## src/rtl/toy_lsu_mem_sched_if.sv

```systemverilog
`default_nettype none
// ============================================================================
// Module   : toy_lsu_mem_sched_if
// Brief    : LDQ/STQ request, memory request and load-ack signals of the
//            LSU memory scheduler.
// Revision : 1.0 - initial release
// ============================================================================
interface toy_lsu_mem_sched_if #(
    parameter int ADDR_WIDTH    = 32,
    parameter int DATA_WIDTH    = 256,
    parameter int SB_WIDTH      = 10,
    parameter int MAX_LD_OUTSTD = 8
);
    localparam int c_STRB_W = DATA_WIDTH / 8;
    localparam int c_CNT_W  = $clog2(MAX_LD_OUTSTD + 1);

    logic                  ld_req_vld;
    logic                  ld_req_rdy;
    logic [ADDR_WIDTH-1:0] ld_req_addr;
    logic [SB_WIDTH-1:0]   ld_req_sideband;

    logic                  st_req_vld;
    logic                  st_req_rdy;
    logic [ADDR_WIDTH-1:0] st_req_addr;
    logic [DATA_WIDTH-1:0] st_req_data;
    logic [c_STRB_W-1:0]   st_req_strb;
    logic [SB_WIDTH-1:0]   st_req_sideband;

    logic                  mem_req_vld;
    logic                  mem_req_rdy;
    logic [ADDR_WIDTH-1:0] mem_req_addr;
    logic [DATA_WIDTH-1:0] mem_req_data;
    logic [c_STRB_W-1:0]   mem_req_strb;
    logic                  mem_req_opcode;
    logic [SB_WIDTH-1:0]   mem_req_sideband;

    logic                  mem_ack_vld;
    logic                  mem_ack_rdy;
    logic [c_CNT_W-1:0]    ld_outstd_cnt;

    modport slave (
        input  ld_req_vld, ld_req_addr, ld_req_sideband,
        input  st_req_vld, st_req_addr, st_req_data, st_req_strb, st_req_sideband,
        input  mem_req_rdy, mem_ack_vld, mem_ack_rdy,
        output ld_req_rdy, st_req_rdy,
        output mem_req_vld, mem_req_addr, mem_req_data, mem_req_strb,
        output mem_req_opcode, mem_req_sideband, ld_outstd_cnt
    );

    modport master (
        output ld_req_vld, ld_req_addr, ld_req_sideband,
        output st_req_vld, st_req_addr, st_req_data, st_req_strb, st_req_sideband,
        output mem_req_rdy, mem_ack_vld, mem_ack_rdy,
        input  ld_req_rdy, st_req_rdy,
        input  mem_req_vld, mem_req_addr, mem_req_data, mem_req_strb,
        input  mem_req_opcode, mem_req_sideband, ld_outstd_cnt
    );
endinterface
`default_nettype wire

```

## src/rtl/toy_lsu_mem_sched.sv

```systemverilog
`default_nettype none
// ============================================================================
// Module   : toy_lsu_mem_sched
// Brief    : Load-priority arbiter with store starvation limit and load
//            in-flight cap, feeding a single registered memory request port.
// Revision : 1.0 - initial release
// ============================================================================
module toy_lsu_mem_sched #(
    parameter int ADDR_WIDTH    = 32,
    parameter int DATA_WIDTH    = 256,
    parameter int SB_WIDTH      = 10,
    parameter int LD_BURST      = 4,
    parameter int MAX_LD_OUTSTD = 8
) (
    input  logic                 clk,
    input  logic                 rst_n,
    toy_lsu_mem_sched_if.slave   bus
);
    localparam int c_STRB_W  = DATA_WIDTH / 8;
    localparam int c_CNT_W   = $clog2(MAX_LD_OUTSTD + 1);
    localparam int c_BURST_W = $clog2(LD_BURST + 1);
    localparam logic [c_CNT_W-1:0]   c_CNT_MAX   = c_CNT_W'(MAX_LD_OUTSTD);
    localparam logic [c_CNT_W-1:0]   c_CNT_ONE   = c_CNT_W'(1);
    localparam logic [c_BURST_W-1:0] c_BURST_MAX = c_BURST_W'(LD_BURST);
    localparam logic [c_BURST_W-1:0] c_BURST_ONE = c_BURST_W'(1);

    logic                  r_vld;
    logic [ADDR_WIDTH-1:0] r_addr;
    logic [DATA_WIDTH-1:0] r_data;
    logic [c_STRB_W-1:0]   r_strb;
    logic                  r_op;
    logic [SB_WIDTH-1:0]   r_sb;
    logic [c_BURST_W-1:0]  r_burst;
    logic [c_CNT_W-1:0]    r_outstd;

    logic w_slot_free;
    logic w_ld_ok;
    logic w_st_pri;
    logic w_ld_grant;
    logic w_st_grant;
    logic w_ack;

    // rst_n gates the slot so neither queue sees a grant while reset is held
    assign w_slot_free = rst_n && (!r_vld || bus.mem_req_rdy);
    assign w_ld_ok     = bus.ld_req_vld && (r_outstd < c_CNT_MAX);
    assign w_st_pri    = bus.st_req_vld && ((r_burst == c_BURST_MAX) || !w_ld_ok);
    assign w_st_grant  = w_slot_free && w_st_pri;
    assign w_ld_grant  = w_slot_free && w_ld_ok && !w_st_pri;
    assign w_ack       = bus.mem_ack_vld && bus.mem_ack_rdy;

    always_ff @(posedge clk or negedge rst_n) begin
        if (!rst_n) begin
            r_vld    <= 1'b0;
            r_addr   <= '0;
            r_data   <= '0;
            r_strb   <= '0;
            r_op     <= 1'b0;
            r_sb     <= '0;
            r_burst  <= '0;
            r_outstd <= '0;
        end else begin
            if (w_slot_free) begin
                r_vld <= w_ld_grant || w_st_grant;
                if (w_st_grant) begin
                    r_addr <= bus.st_req_addr;
                    r_data <= bus.st_req_data;
                    r_strb <= bus.st_req_strb;
                    r_op   <= 1'b1;
                    r_sb   <= bus.st_req_sideband;
                end else if (w_ld_grant) begin
                    r_addr <= bus.ld_req_addr;
                    r_data <= '0;
                    r_strb <= '0;
                    r_op   <= 1'b0;
                    r_sb   <= bus.ld_req_sideband;
                end
            end

            if (!bus.st_req_vld || w_st_grant) begin
                r_burst <= '0;
            end else if (w_ld_grant && (r_burst != c_BURST_MAX)) begin
                r_burst <= r_burst + c_BURST_ONE;
            end

            // an ack against an empty count is dropped so the counter cannot wrap
            if (w_ld_grant && !(w_ack && (r_outstd != '0))) begin
                r_outstd <= r_outstd + c_CNT_ONE;
            end else if (!w_ld_grant && w_ack && (r_outstd != '0)) begin
                r_outstd <= r_outstd - c_CNT_ONE;
            end
        end
    end

    assign bus.ld_req_rdy       = w_ld_grant;
    assign bus.st_req_rdy       = w_st_grant;
    assign bus.mem_req_vld      = r_vld;
    assign bus.mem_req_addr     = r_addr;
    assign bus.mem_req_data     = r_data;
    assign bus.mem_req_strb     = r_strb;
    assign bus.mem_req_opcode   = r_op;
    assign bus.mem_req_sideband = r_sb;
    assign bus.ld_outstd_cnt    = r_outstd;

    a_no_ack_underflow : assert property (@(posedge clk) disable iff (!rst_n)
        !(bus.mem_ack_vld && bus.mem_ack_rdy && (r_outstd == '0)));

endmodule
`default_nettype wire

```

## src/flat_wrapper.sv

```systemverilog
// flat-port wrapper written by rule: the top's interface ports become plain ports
module toy_lsu_mem_sched_flat 
#(
    parameter int ADDR_WIDTH    = 32,
    parameter int DATA_WIDTH    = 256,
    parameter int SB_WIDTH      = 10,
    parameter int LD_BURST      = 4,
    parameter int MAX_LD_OUTSTD = 8
)
  (clk, rst_n, bus_ld_req_vld, bus_ld_req_addr, bus_ld_req_sideband, bus_st_req_vld, bus_st_req_addr, bus_st_req_data, bus_st_req_strb, bus_st_req_sideband, bus_mem_req_rdy, bus_mem_ack_vld, bus_mem_ack_rdy, bus_ld_req_rdy, bus_st_req_rdy, bus_mem_req_vld, bus_mem_req_addr, bus_mem_req_data, bus_mem_req_strb, bus_mem_req_opcode, bus_mem_req_sideband, bus_ld_outstd_cnt);
  toy_lsu_mem_sched_if #(.ADDR_WIDTH(ADDR_WIDTH), .DATA_WIDTH(DATA_WIDTH), .SB_WIDTH(SB_WIDTH), .MAX_LD_OUTSTD(MAX_LD_OUTSTD)) bus_i ();
  input  logic clk;
  input  logic rst_n;
  input wire logic [$bits(bus_i.ld_req_vld)-1:0] bus_ld_req_vld;
  input wire logic [$bits(bus_i.ld_req_addr)-1:0] bus_ld_req_addr;
  input wire logic [$bits(bus_i.ld_req_sideband)-1:0] bus_ld_req_sideband;
  input wire logic [$bits(bus_i.st_req_vld)-1:0] bus_st_req_vld;
  input wire logic [$bits(bus_i.st_req_addr)-1:0] bus_st_req_addr;
  input wire logic [$bits(bus_i.st_req_data)-1:0] bus_st_req_data;
  input wire logic [$bits(bus_i.st_req_strb)-1:0] bus_st_req_strb;
  input wire logic [$bits(bus_i.st_req_sideband)-1:0] bus_st_req_sideband;
  input wire logic [$bits(bus_i.mem_req_rdy)-1:0] bus_mem_req_rdy;
  input wire logic [$bits(bus_i.mem_ack_vld)-1:0] bus_mem_ack_vld;
  input wire logic [$bits(bus_i.mem_ack_rdy)-1:0] bus_mem_ack_rdy;
  output wire logic [$bits(bus_i.ld_req_rdy)-1:0] bus_ld_req_rdy;
  output wire logic [$bits(bus_i.st_req_rdy)-1:0] bus_st_req_rdy;
  output wire logic [$bits(bus_i.mem_req_vld)-1:0] bus_mem_req_vld;
  output wire logic [$bits(bus_i.mem_req_addr)-1:0] bus_mem_req_addr;
  output wire logic [$bits(bus_i.mem_req_data)-1:0] bus_mem_req_data;
  output wire logic [$bits(bus_i.mem_req_strb)-1:0] bus_mem_req_strb;
  output wire logic [$bits(bus_i.mem_req_opcode)-1:0] bus_mem_req_opcode;
  output wire logic [$bits(bus_i.mem_req_sideband)-1:0] bus_mem_req_sideband;
  output wire logic [$bits(bus_i.ld_outstd_cnt)-1:0] bus_ld_outstd_cnt;
  assign bus_i.ld_req_vld = bus_ld_req_vld;
  assign bus_i.ld_req_addr = bus_ld_req_addr;
  assign bus_i.ld_req_sideband = bus_ld_req_sideband;
  assign bus_i.st_req_vld = bus_st_req_vld;
  assign bus_i.st_req_addr = bus_st_req_addr;
  assign bus_i.st_req_data = bus_st_req_data;
  assign bus_i.st_req_strb = bus_st_req_strb;
  assign bus_i.st_req_sideband = bus_st_req_sideband;
  assign bus_i.mem_req_rdy = bus_mem_req_rdy;
  assign bus_i.mem_ack_vld = bus_mem_ack_vld;
  assign bus_i.mem_ack_rdy = bus_mem_ack_rdy;
  assign bus_ld_req_rdy = bus_i.ld_req_rdy;
  assign bus_st_req_rdy = bus_i.st_req_rdy;
  assign bus_mem_req_vld = bus_i.mem_req_vld;
  assign bus_mem_req_addr = bus_i.mem_req_addr;
  assign bus_mem_req_data = bus_i.mem_req_data;
  assign bus_mem_req_strb = bus_i.mem_req_strb;
  assign bus_mem_req_opcode = bus_i.mem_req_opcode;
  assign bus_mem_req_sideband = bus_i.mem_req_sideband;
  assign bus_ld_outstd_cnt = bus_i.ld_outstd_cnt;
  toy_lsu_mem_sched #(.ADDR_WIDTH(ADDR_WIDTH), .DATA_WIDTH(DATA_WIDTH), .SB_WIDTH(SB_WIDTH), .LD_BURST(LD_BURST), .MAX_LD_OUTSTD(MAX_LD_OUTSTD)) u_core (.clk(clk), .rst_n(rst_n), .bus(bus_i));
endmodule
```

## config.mk

```make
export PLATFORM = sky130hd
export DESIGN_NAME = toy_lsu_mem_sched_flat
export DESIGN_NICKNAME = d
export VERILOG_FILES = /design/src/rtl/toy_lsu_mem_sched_if.sv /design/src/rtl/toy_lsu_mem_sched.sv /design/src/flat_wrapper.sv
export SDC_FILE = /design/constraint.sdc
export NUM_CORES = 1
export LEC_CHECK = 0
export ABC_AREA = 1
export CAP_MARGIN = 20
export CORE_AREA = 3 3 281 283
export CTS_CLUSTER_DIAMETER = 40
export CTS_CLUSTER_SIZE = 16
export DETAILED_ROUTE_END_ITERATION = 8
export DIE_AREA = 0 0 284 286
export DONT_BUFFER_PORTS = 1
export PLACE_DENSITY_LB_ADDON = 0.1
export SYNTH_ARGS = -nofsm -noshare
export SYNTH_HDL_FRONTEND = slang
export SYNTH_SLANG_ARGS = --single-unit
```

## constraint.sdc

```tcl
create_clock -name clk -period 2.3 [get_ports clk]
set_input_delay 0.23 -clock clk [delete_from_list [all_inputs] [get_ports clk]]
set_output_delay 0.23 -clock clk [all_outputs]
set_load 0.1 [all_outputs]
```

==> reports/results.ini, run 1 <==
[status]
result_of_the_run = complete, but fails checks
failing_checks = negative hold slack

[finish]
finalNetCount = 2658
fraction_of_layout_cells_with_a_size_suffix_above_1_pct = 22.4
n_fill_cell = 8056
multi_input_comb_area_um2 = 4290
area_growth_syn_to_layout_pct = 81.9
final_standard_cell_area_without_fillers_um2 = 24000
seqCellArea_um2 = 8490

[grt]
grt_pass1_wl_um = 83700
grt_use_met2_pct = 22.6
grt_util_met1_pct = 15.0
grt_overflow = 0
grt_util_all_layers_pct = 13.2
global_route.peak_usage_layer = met2
grt_antenna_before_repair = 3
first_global_vias = 13600
maximum_number_of_pins_on_one_net_before_global_route_repair = 341
met3_usage_pct = 4.90

[clocking]
clk_root_buffer_cell = sky130_fd_sc_hd__clkbuf_16
cts_tree = done
cts.htree.levels = 3
hold_buf_cts = 376
clkSlewWorstSetupHoldPaths_ps = 40
cts-root-to-sink-buffers = 3
numCtsBuffers = 85
cts.sink_count = 339
clock_insertion_delay_worst_skew_ps = 610

[floorplanning]
design.portCount = 717
die_height_um = 286
fp.dieW_um = 284
core-area_um2 = 77000
design.die.area_um2 = 81200
row_count = 102
floorplan.initialDensity_pct = 17.2

[routing]
postRouteWirelength_um = 55800
drcViolationCount = 0
routedWlPerCell_um = 16.5
vias = 12800
firstDrtPassIters = 4
first_iter_violations = 492
via_density = 3.78
drt.antenna.violating_nets = 0

[job]
timing.max_cap.violations = 0

[synthesis]
synth.largest_area_cell = sky130_fd_sc_hd__dfrtp_1
cell_types_occupying_the_most_area_after_synthesis = sky130_fd_sc_hd__dfrtp_1, sky130_fd_sc_hd__nand2_1, sky130_fd_sc_hd__buf_2, sky130_fd_sc_hd__nand3_1, sky130_fd_sc_hd__buf_4
yosys_warnings = 0
post_synth_instance_area_um2 = 13200
syn_nets = 1901
syn_area_per_cell_um2 = 8.71
synth_top_area_share_pct = 64.2
yosysUniqueCellTypes = 25
synthCells = 1517
synth-seq-area-share_pct = 64.2
ys_ff_latch = 339

[place]
placer_s_final_routability_congestion_estimate = 0.789
dp.final_hpwl_um = 38900
io_buffer_count = 0
post_dp_cell_area_um2 = 17000

[timing]
hold_slack_ps = -686
maxSlewViolCount = 0
min_period_ps = 2140
setup_viol = 0
hold_violations = 339
relative_max_transition_margin_pct = 58.3
fmax_ghz = 0.468
fin_skew_ps = 28.6
final.period_utilization_pct = 92.8
max_slew.worst_pin.slew_ps = 626
setup_repair_after_global_routing_missed_its_margin = no

[worst_setup_path]
worst_ep_arrival_time_ps = 1910
setup.worst_path.class = reg2out
crit_start_category = register
crit_path_max_fanout = 16
critPathCaptureType = primary output
data_required_time_at_the_worst_endpoint_ps = 2070
timing.rr.start = u_core.r_burst[0]$_DFFE_PN0P_
reg2reg_setup_slack_ps = 190
critical_path.startpoint = u_core.r_burst[0]$_DFFE_PN0P_

[hold_path]
hold_path_class = in2async

==> critical path: stages (launching register included) <==
cell,delay [ps]
sky130_fd_sc_hd__dfrtp_1,340
sky130_fd_sc_hd__inv_1,70
sky130_fd_sc_hd__ha_1,190
sky130_fd_sc_hd__nand2_1,70
sky130_fd_sc_hd__nand3_2,80
sky130_fd_sc_hd__nand2_4,140
sky130_fd_sc_hd__nand2_8,120
sky130_fd_sc_hd__inv_16,120
sky130_fd_sc_hd__buf_16,180
==> flip-flops by register name, indices dropped and copies added (netlist names) <==
signal and count:
u_core.bus.mem_req_vld 1, u_core.bus.mem_req_data 256, u_core.bus.mem_req_opcode 1, u_core.bus.ld_outstd_cnt 4, u_core.r_burst 3, u_core.bus.mem_req_strb 32, u_core.bus.mem_req_sideband 10, u_core.bus.mem_req_addr 32
==> repair_timing <==
item | CTS | global route
endpoints found under the setup margin | 2 | 3
pin swaps | 1 | 0
cloned | 2 | 2
setup buffers | 1 | 2
gates resized for setup | 4 | 7
hold endpoints to repair | 673 | 339
==> routing by layer <==
metal	vias to the layer above	part of all wire [%]
li1	6164	-
met2	567	49
met5	-	0
met4	0	3.3
met1	5970	38
met3	115	9.4
==> layout by cell type (no fill, tap or decap), types with 2 or more instances in the layout <==
cell,Yosys,routed
sky130_fd_sc_hd__nand2_4,1,2
sky130_fd_sc_hd__dlygate4sd3_1,0,375
sky130_fd_sc_hd__clkinvlp_4,0,10
sky130_fd_sc_hd__bufinv_16,0,12
sky130_fd_sc_hd__clkinv_4,0,4
sky130_fd_sc_hd__nand3_1,44,44
sky130_fd_sc_hd__inv_1,11,11
sky130_fd_sc_hd__inv_6,0,2
sky130_fd_sc_hd__clkbuf_1,4,14
sky130_fd_sc_hd__buf_4,14,353
sky130_fd_sc_hd__nor2_8,2,2
sky130_fd_sc_hd__nand2_1,1023,1022
sky130_fd_sc_hd__clkinv_16,0,4
sky130_fd_sc_hd__clkbuf_8,0,16
sky130_fd_sc_hd__buf_16,0,2
sky130_fd_sc_hd__dfrtp_1,339,337
sky130_fd_sc_hd__buf_12,0,12
sky130_fd_sc_hd__ha_1,4,4
sky130_fd_sc_hd__clkbuf_16,0,87
sky130_fd_sc_hd__diode_2,0,3
sky130_fd_sc_hd__bufbuf_16,0,2
sky130_fd_sc_hd__nor2_1,4,4
sky130_fd_sc_hd__dfrtp_2,0,2
sky130_fd_sc_hd__clkinv_2,0,10
==> final timing paths <==
check                                                           end  cells after the start
min in group clk            u_core.bus.mem_req_addr[23]$_DFFE_PN0P_                      5
max in group asynchronous  u_core.bus.mem_req_data[181]$_DFFE_PN0P_                      0
max                                                  bus_ld_req_rdy                      8
min reg2reg                 u_core.bus.mem_req_data[86]$_DFFE_PN0P_                      2
max reg2reg                 u_core.bus.mem_req_data[70]$_DFFE_PN0P_                     11
min                         u_core.bus.mem_req_data[63]$_DFFE_PN0P_                      0
==> logic make-up after synthesis <==
family | count (synthesis) | share of synthesized area [%]
and+or+nand+nor | 1080 | 31.6
DFF | 339 | 64.2
buffers and inverters | 89 | 3.49
adders and majority gates | 5 | 0.530
AOI/OAI and AO/OA | 3 | 0.123
xor gates and xnor gates | 1 | 0.0663
==> per-stage QoR <==
stage	instances	hold slack, ps	TNS (ps)	utilization, %	worst slack [ps]
finish	3388	-686	0	31.2	165
global route	3388	-744	0	31.2	32.6
CTS	3382	-741	-54.8	31.1	-54.8
detailed placement	2845	-56.4	0	22.1	242
global placement	2845	-53.0	0	22.1	231
floorplan	1517	-65.6	0	-	26.1
==> synth_stat cells, drive strengths merged <==
cell type / n
buf: 72
nor2: 7
and3: 1
nand4: 1
nor3: 1
clkbuf: 4
o21ai: 1
inv: 13
ha: 4
fa: 1
dfrtp: 339
nand3: 45
a21oi: 1
xor2: 1
o22ai: 1
nand2: 1025
==> area by class of cell <==
type / count / share of cell area, %
clock buffers: 116 / 10.1
repair inverters: 1 / 0.0364
diodes: 3 / 0.0312
flip-flops and latches: 339 / 35.3
inverters: 13 / 0.271
multi-input cells: 1089 / 17.8
clock inverters: 42 / 2.77
well taps: 1040 / 5.41
repair buffers: 745 / 28.2
Power of run 1 is left out: the tool's default activity adds up to more than one toggle a clock period on the data nets, which glitch-free logic cannot reach.
==> run 2: changes to the inputs <==
--- a/config.mk
+++ b/config.mk
@@ -7,13 +7,14 @@
 export LEC_CHECK = 0
 export ABC_AREA = 1
 export CAP_MARGIN = 20
-export CORE_AREA = 3 3 281 283
+export CORE_AREA = 8 8 270 272
 export CTS_CLUSTER_DIAMETER = 40
 export CTS_CLUSTER_SIZE = 16
 export DETAILED_ROUTE_END_ITERATION = 8
-export DIE_AREA = 0 0 284 286
+export DIE_AREA = 0 0 278 280
 export DONT_BUFFER_PORTS = 1
 export PLACE_DENSITY_LB_ADDON = 0.1
+export SETUP_SLACK_MARGIN = 0.05
 export SYNTH_ARGS = -nofsm -noshare
 export SYNTH_HDL_FRONTEND = slang
 export SYNTH_SLANG_ARGS = --single-unit
==> run 2 against run 1 <==
- the run still ends with negative hold slack left
- non-clock buffer count is 4 higher
- worst setup slack better by 19 ps
- global-route usage is 0.98 points higher
- hold slack better by 13 ps
- routed wire length is 5.3% higher
- die area is 4.2% lower
- final area is 1.1% lower
- fmax is 0.90% higher
- critical endpoint is now u_core.bus.mem_req_addr[0]$_DFFE_PN0P_
- largest cell class unchanged
==> reports/results.ini, run 2 (synthesis gave the netlist of run 1 again) <==
[job]
timing.max_cap.violations = 0  ; unchanged

[clocking]
hold_buf_cts = 375  ; -0.27%
cts.htree.levels = 3  ; unchanged
clkSlewWorstSetupHoldPaths_ps = 40  ; about the same
cts_tree = done
cts-root-to-sink-buffers = 3  ; unchanged
cts.sink_count = 339  ; unchanged
numCtsBuffers = 81  ; -4.7%
clock_insertion_delay_worst_skew_ps = 600  ; about the same
clk_root_buffer_cell = sky130_fd_sc_hd__clkbuf_16

[place]
placer_s_final_routability_congestion_estimate = 0.787  ; -0.35%
io_buffer_count = 0  ; unchanged
dp.final_hpwl_um = 40200  ; +3.3%

[worst_setup_path]
delay_contributed_by_the_slowest_stage_of_the_critical_path_ps = 350  ; about the same
critical-path-slowest-cell = sky130_fd_sc_hd__dfrtp_1
crit_start_category = register
timing.rr.start = u_core.r_burst[0]$_DFFE_PN0P_
critPathCaptureType = register
crit_path_max_fanout = 26  ; +10
data_required_time_at_the_worst_endpoint_ps = 2810  ; +740 ps
critical_path.startpoint = u_core.r_burst[0]$_DFFE_PN0P_
worst_ep_arrival_time_ps = 2630  ; +720 ps
setup.worst_path.class = reg2reg
cell_by_cell_trace_of_the_critical_path = inv_1 -> ha_1 -> nand2_1 -> nand3_2 -> nand2_4 -> nor2_8 -> buf_4 -> nor2_8 -> buf_12 -> buf_4 -> nand2_1 -> nand3_1
worstPathBufferInverterCount = 4  ; +1
critical-path-top-delay-family = buffers and inverters

[timing]
max_slew.worst_pin.slew_ps = 655  ; +28.8 ps
setup_viol = 0  ; unchanged
final.setup.tns_ps = 0  ; unchanged
relative_max_transition_margin_pct = 56.3  ; -1.9 points
fin_skew_ps = 21.8  ; -6.81 ps
hold_violations = 339  ; unchanged
final.period_utilization_pct = 92.0  ; -0.82 points
maxSlewViolCount = 0  ; unchanged
hold_slack_ps = -674  ; +12.6 ps
min_period_ps = 2120  ; -19.0 ps
fmax_ghz = 0.473  ; +0.90%
setup_repair_after_global_routing_missed_its_margin = no

[finish]
layout_common_cells = sky130_fd_sc_hd__nand2_1, sky130_fd_sc_hd__dlygate4sd3_1, sky130_fd_sc_hd__buf_4, sky130_fd_sc_hd__dfrtp_1, sky130_fd_sc_hd__clkbuf_16
n_fill_cell = 7100  ; -12%
multi_input_comb_area_um2 = 4270  ; -0.32%
seqCellArea_um2 = 8490  ; about the same
finalNetCount = 2657  ; -0.038%
fraction_of_layout_cells_with_a_size_suffix_above_1_pct = 22.4  ; -0.047 points
largest_reg_flops = 256  ; unchanged
area_growth_syn_to_layout_pct = 79.9
mostFrequentLayoutCell = sky130_fd_sc_hd__nand2_1

[routing]
drcViolationCount = 0  ; unchanged
routedLengthMet1_um = 22200  ; +4.3%
postRouteWirelength_um = 58700  ; +5.3%
met3WireLength_um = 5690  ; +8.1%
firstDrtPassIters = 5  ; +1
drt.antenna.violating_nets = 0  ; unchanged
via_density = 3.96  ; +4.6%
first_iter_violations = 531  ; +7.9%
routedWlPerCell_um = 18.2  ; +10%
vias = 12800  ; -0.22%
dr_wl_met2_um = 28500  ; +4.2%
top_layer_used = met5

[grt]
grt_util_all_layers_pct = 14.2  ; +0.98 points
grt_pass1_wl_um = 86100  ; +2.8%
grt_antenna_before_repair = 4  ; +1
first_global_vias = 13900  ; +1.5%
grt_overflow = 0  ; unchanged
maximum_number_of_pins_on_one_net_before_global_route_repair = 341  ; unchanged

[floorplanning]
core-area_um2 = 68900  ; -10%
fp.dieW_um = 278  ; -2.1%
design.die.area_um2 = 77800  ; -4.2%
floorplan.initialDensity_pct = 19.2  ; +2.0 points
die_height_um = 280  ; -2.1%
design.portCount = 717  ; unchanged
row_count = 97  ; -4.9%

[status]
failing_checks = negative hold slack
result_of_the_run = complete, but fails checks

[hold_path]
hold_path_class = in2async

## run 2: cell count changes in the layout (fill, tap and decap cells not counted), sizes merged
cell      previous run  this run
clkinv              19        21
bufbuf               2         3
clkinvlp            10         4
diode                3         1
clkbuf             117       116
## run 2: metal layers
metal  up-vias  track usage (%)
met2       575             23.8
li1       6154                -
met1      5937             15.4
met4         2             6.20
met3       120             6.44
met5         -                0
## run 2: layout make-up
type                            count  share of cell area (%)
Tap cell                          891                    4.69
Antenna cell                        1                  0.0105
Inverter                           13                   0.226
Clock buffer                      112                    9.78
Timing Repair Buffer              749                    29.0
Clock inverter                     39                    2.57
Sequential cell                   339                    35.7
Multi-Input combinational cell   1089                    18.0
## run 2: timing repair
action	CTS	global route
pin swaps	1	1
gates cloned	3	4
hold endpoints to repair	673	339
setup endpoints to repair	1	63
buffers inserted	4	1
gates resized for setup	2	6
## run 2: per-stage QoR
step           hold WS, ps  setup slack, ps  instance area [um2]  utilization, %  instances
2_1_floorplan        -65.6             70.9                13200               -       1517
3_3_place_gp         -52.7              198                16800            24.4       2694
3_5_place_dp         -53.2              177                16800            24.4       2694
4_1_cts               -738             67.8                23600            34.3       3227
5_1_grt               -735             16.0                23800            34.5       3233
6_report              -674              184                23800            34.5       3233
## run 2: final timing paths
kind	end	slack (ps)	depth (start not counted)
max	u_core.bus.mem_req_addr[0]$_DFFE_PN0P_	180	12
min	u_core.bus.mem_req_data[144]$_DFFE_PN0P_	-670	0
max reg2reg	u_core.bus.mem_req_addr[0]$_DFFE_PN0P_	180	12
min reg2reg	u_core.bus.mem_req_data[152]$_DFFE_PN0P_	470	2
max in group asynchronous	u_core.bus.mem_req_data[224]$_DFFE_PN0P_	2400	0
min in group clk	u_core.bus.ld_outstd_cnt[3]$_DFFE_PN0P_	120	6
Power of run 2 is left out for the same reason.
==> run 3: changes to the inputs <==
==> constraint.sdc (replaced) <==
create_clock -name clk -period 2.3 [get_ports clk]
set_input_delay 0.69 -clock clk [delete_from_list [all_inputs] [get_ports clk]]
set_output_delay 0.69 -clock clk [all_outputs]
set_load 0.1 [all_outputs]
==> run 3 against run 2 <==
- final area shrank 16%
- count of clock-buffer cells in the layout decreased by 3
- global-route usage shrank 0.39 points
- die area is the same
- hold slack better by 460 ps
- fmax decreased by 17%
- largest cell class unchanged
- the flow finishes with violations (negative hold slack, negative setup slack)
- routed wire length shrank 5.0%
- utilization is 5.6 points lower
==> reports/results.ini, run 3 (synthesis gave the netlist of run 1 again) <==
[routing]
first_iter_violations = 480  ; -9.6%
postRouteWirelength_um = 55800  ; -5.0%
drcViolationCount = 0  ; unchanged
vias = 11200  ; -12%
routedWlPerCell_um = 19.5  ; +7.4%
via_density = 3.92  ; -0.93%
firstDrtPassIters = 4  ; -1
drt.antenna.violating_nets = 0  ; unchanged

[floorplanning]
fp.dieW_um = 278  ; unchanged
design.die.area_um2 = 77800  ; unchanged
core-area_um2 = 68900  ; unchanged
die_height_um = 280  ; unchanged
design.portCount = 717  ; unchanged
row_count = 97  ; unchanged
floorplan.initialDensity_pct = 19.2  ; unchanged

[clocking]
numCtsBuffers = 82  ; +1.2%
clk_root_buffer_cell = sky130_fd_sc_hd__clkbuf_16
cts_tree = done
clkSlewWorstSetupHoldPaths_ps = 50  ; about the same
cts.htree.levels = 3  ; unchanged
cts.sink_count = 339  ; unchanged
clock_insertion_delay_worst_skew_ps = 600  ; about the same
cts-root-to-sink-buffers = 3  ; unchanged

[worst_setup_path]
data_required_time_at_the_worst_endpoint_ps = 1610  ; -1200 ps
delay_contributed_by_the_slowest_stage_of_the_critical_path_ps = 460  ; +110 ps
cell_by_cell_trace_of_the_critical_path = nand2_2 -> nor2_4 -> nand2_4 -> inv_4 -> buf_12
worst-r2r-cell-count = 18  ; +6
crit_path_max_fanout = 340  ; +1200%
setup.worst_path.class = in2out
crit_start_category = input pin
critical-path-slowest-cell = sky130_fd_sc_hd__nand2_2
worst_ep_arrival_time_ps = 1860  ; -770 ps
critPathCaptureType = primary output

[finish]
area_growth_syn_to_layout_pct = 50.5
final_standard_cell_area_without_fillers_um2 = 19900  ; -16%
mostFrequentLayoutCell = sky130_fd_sc_hd__nand2_1
fraction_of_layout_cells_with_a_size_suffix_above_1_pct = 27.0  ; +4.7 points
finalNetCount = 2289  ; -14%
largest_reg_flops = 256  ; unchanged
fin_cells = 2859  ; -12%
layout_common_cells = sky130_fd_sc_hd__nand2_1, sky130_fd_sc_hd__buf_4, sky130_fd_sc_hd__dfrtp_1, sky130_fd_sc_hd__clkbuf_16, sky130_fd_sc_hd__nand3_1

[status]
result_of_the_run = complete, but fails checks
failing_checks = negative hold slack, negative setup slack

[grt]
maximum_number_of_pins_on_one_net_before_global_route_repair = 341  ; unchanged
grt_pass1_wl_um = 80900  ; -6.0%
grt_antenna_before_repair = 3  ; -1
grt_overflow = 0  ; unchanged
first_global_vias = 11600  ; -16%
grt_util_all_layers_pct = 13.8  ; -0.39 points

[timing]
hold_slack_ps = -209  ; +465 ps
hold_violations = 339  ; unchanged
final.period_utilization_pct = 111  ; +19 points
maxSlewViolCount = 0  ; unchanged
fmax_ghz = 0.392  ; -17%
relative_max_transition_margin_pct = 53.5  ; -2.8 points
min_period_ps = 2550  ; +434 ps
fin_skew_ps = 18.6  ; -3.25 ps
final_critical_path_setup_slack_ps = -250  ; -434 ps
max_slew.worst_pin.slew_ps = 697  ; +42.4 ps
setup_viol = 2  ; +2
setup_repair_after_global_routing_missed_its_margin = yes

[place]
placer_s_final_routability_congestion_estimate = 0.788  ; +0.15%
io_buffer_count = 0  ; unchanged
post_dp_cell_area_um2 = 16900  ; +0.43%
dp.final_hpwl_um = 41600  ; +3.6%
place_ws_ps = 13.2  ; -164 ps
place_inst = 2695  ; +0.037%

[hold_path]
hold_path_class = in2async

[job]
timing.max_cap.violations = 0  ; unchanged

==> run 3: stage by stage <==
step	utilization (%)	setup TNS (ps)
after CTS	28.8	-535
after floorplan	-	0
after global placement	24.5	-61.1
final	28.8	-406
after detailed placement	24.5	0
after global routing	28.8	-461
==> run 3: critical path, delay by kind of cell <==
| kind | cells | cell delay [ps] |
|---|---|---|
| AND/OR/NAND/NOR | 3 | 630 |
| buffers and inverters | 2 | 200 |
==> run 3: final cells by class <==
cell class,count,area (um2)
timing repair buffer,380,3090
tap,891,1110
clock inverter,37,556
fill,7427,49100
multi-input combinational,1089,4310
inverter,13,51.3
antenna,1,2.50
sequential,339,8490
clock buffer,109,2270
==> run 3: path summary, 6_finish.rpt <==
check	from	to	slack (ps)
worst max-delay path	rst_n	bus_ld_req_rdy	-250
worst max register to register	u_core.r_burst[1]$_DFFE_PN0P_	u_core.bus.ld_outstd_cnt[0]$_DFFE_PN0P_	220
worst min register to register	u_core.bus.mem_req_data[215]$_DFFE_PN0P_	u_core.bus.mem_req_data[215]$_DFFE_PN0P_	470
min in group clk	bus_st_req_data[230]	u_core.bus.mem_req_data[230]$_DFFE_PN0P_	210
max in group asynchronous	rst_n	u_core.bus.ld_outstd_cnt[3]$_DFFE_PN0P_	1840
worst min-delay path	rst_n	u_core.bus.mem_req_strb[21]$_DFFE_PN0P_	-210
==> run 3: layer usage <==
layer  GRT usage (%)  up-vias  share of wire, %  wire length, um
met3            6.55       92                11             5980
met2            24.4      493                52            28900
met5               0        -             0.048               27
met4            5.45        4               3.0             1680
li1                -     5416                 -                -
met1            14.0     5199                34            19200
==> run 3: repair_timing <==
item                                    CTS  global route
gates resized for setup                  11             7
setup buffers                            15             7
endpoints found under the setup margin    2             6
pin swaps                                 5             5
endpoints found under the hold margin   339           339
Power of run 3 is left out for the same reason.
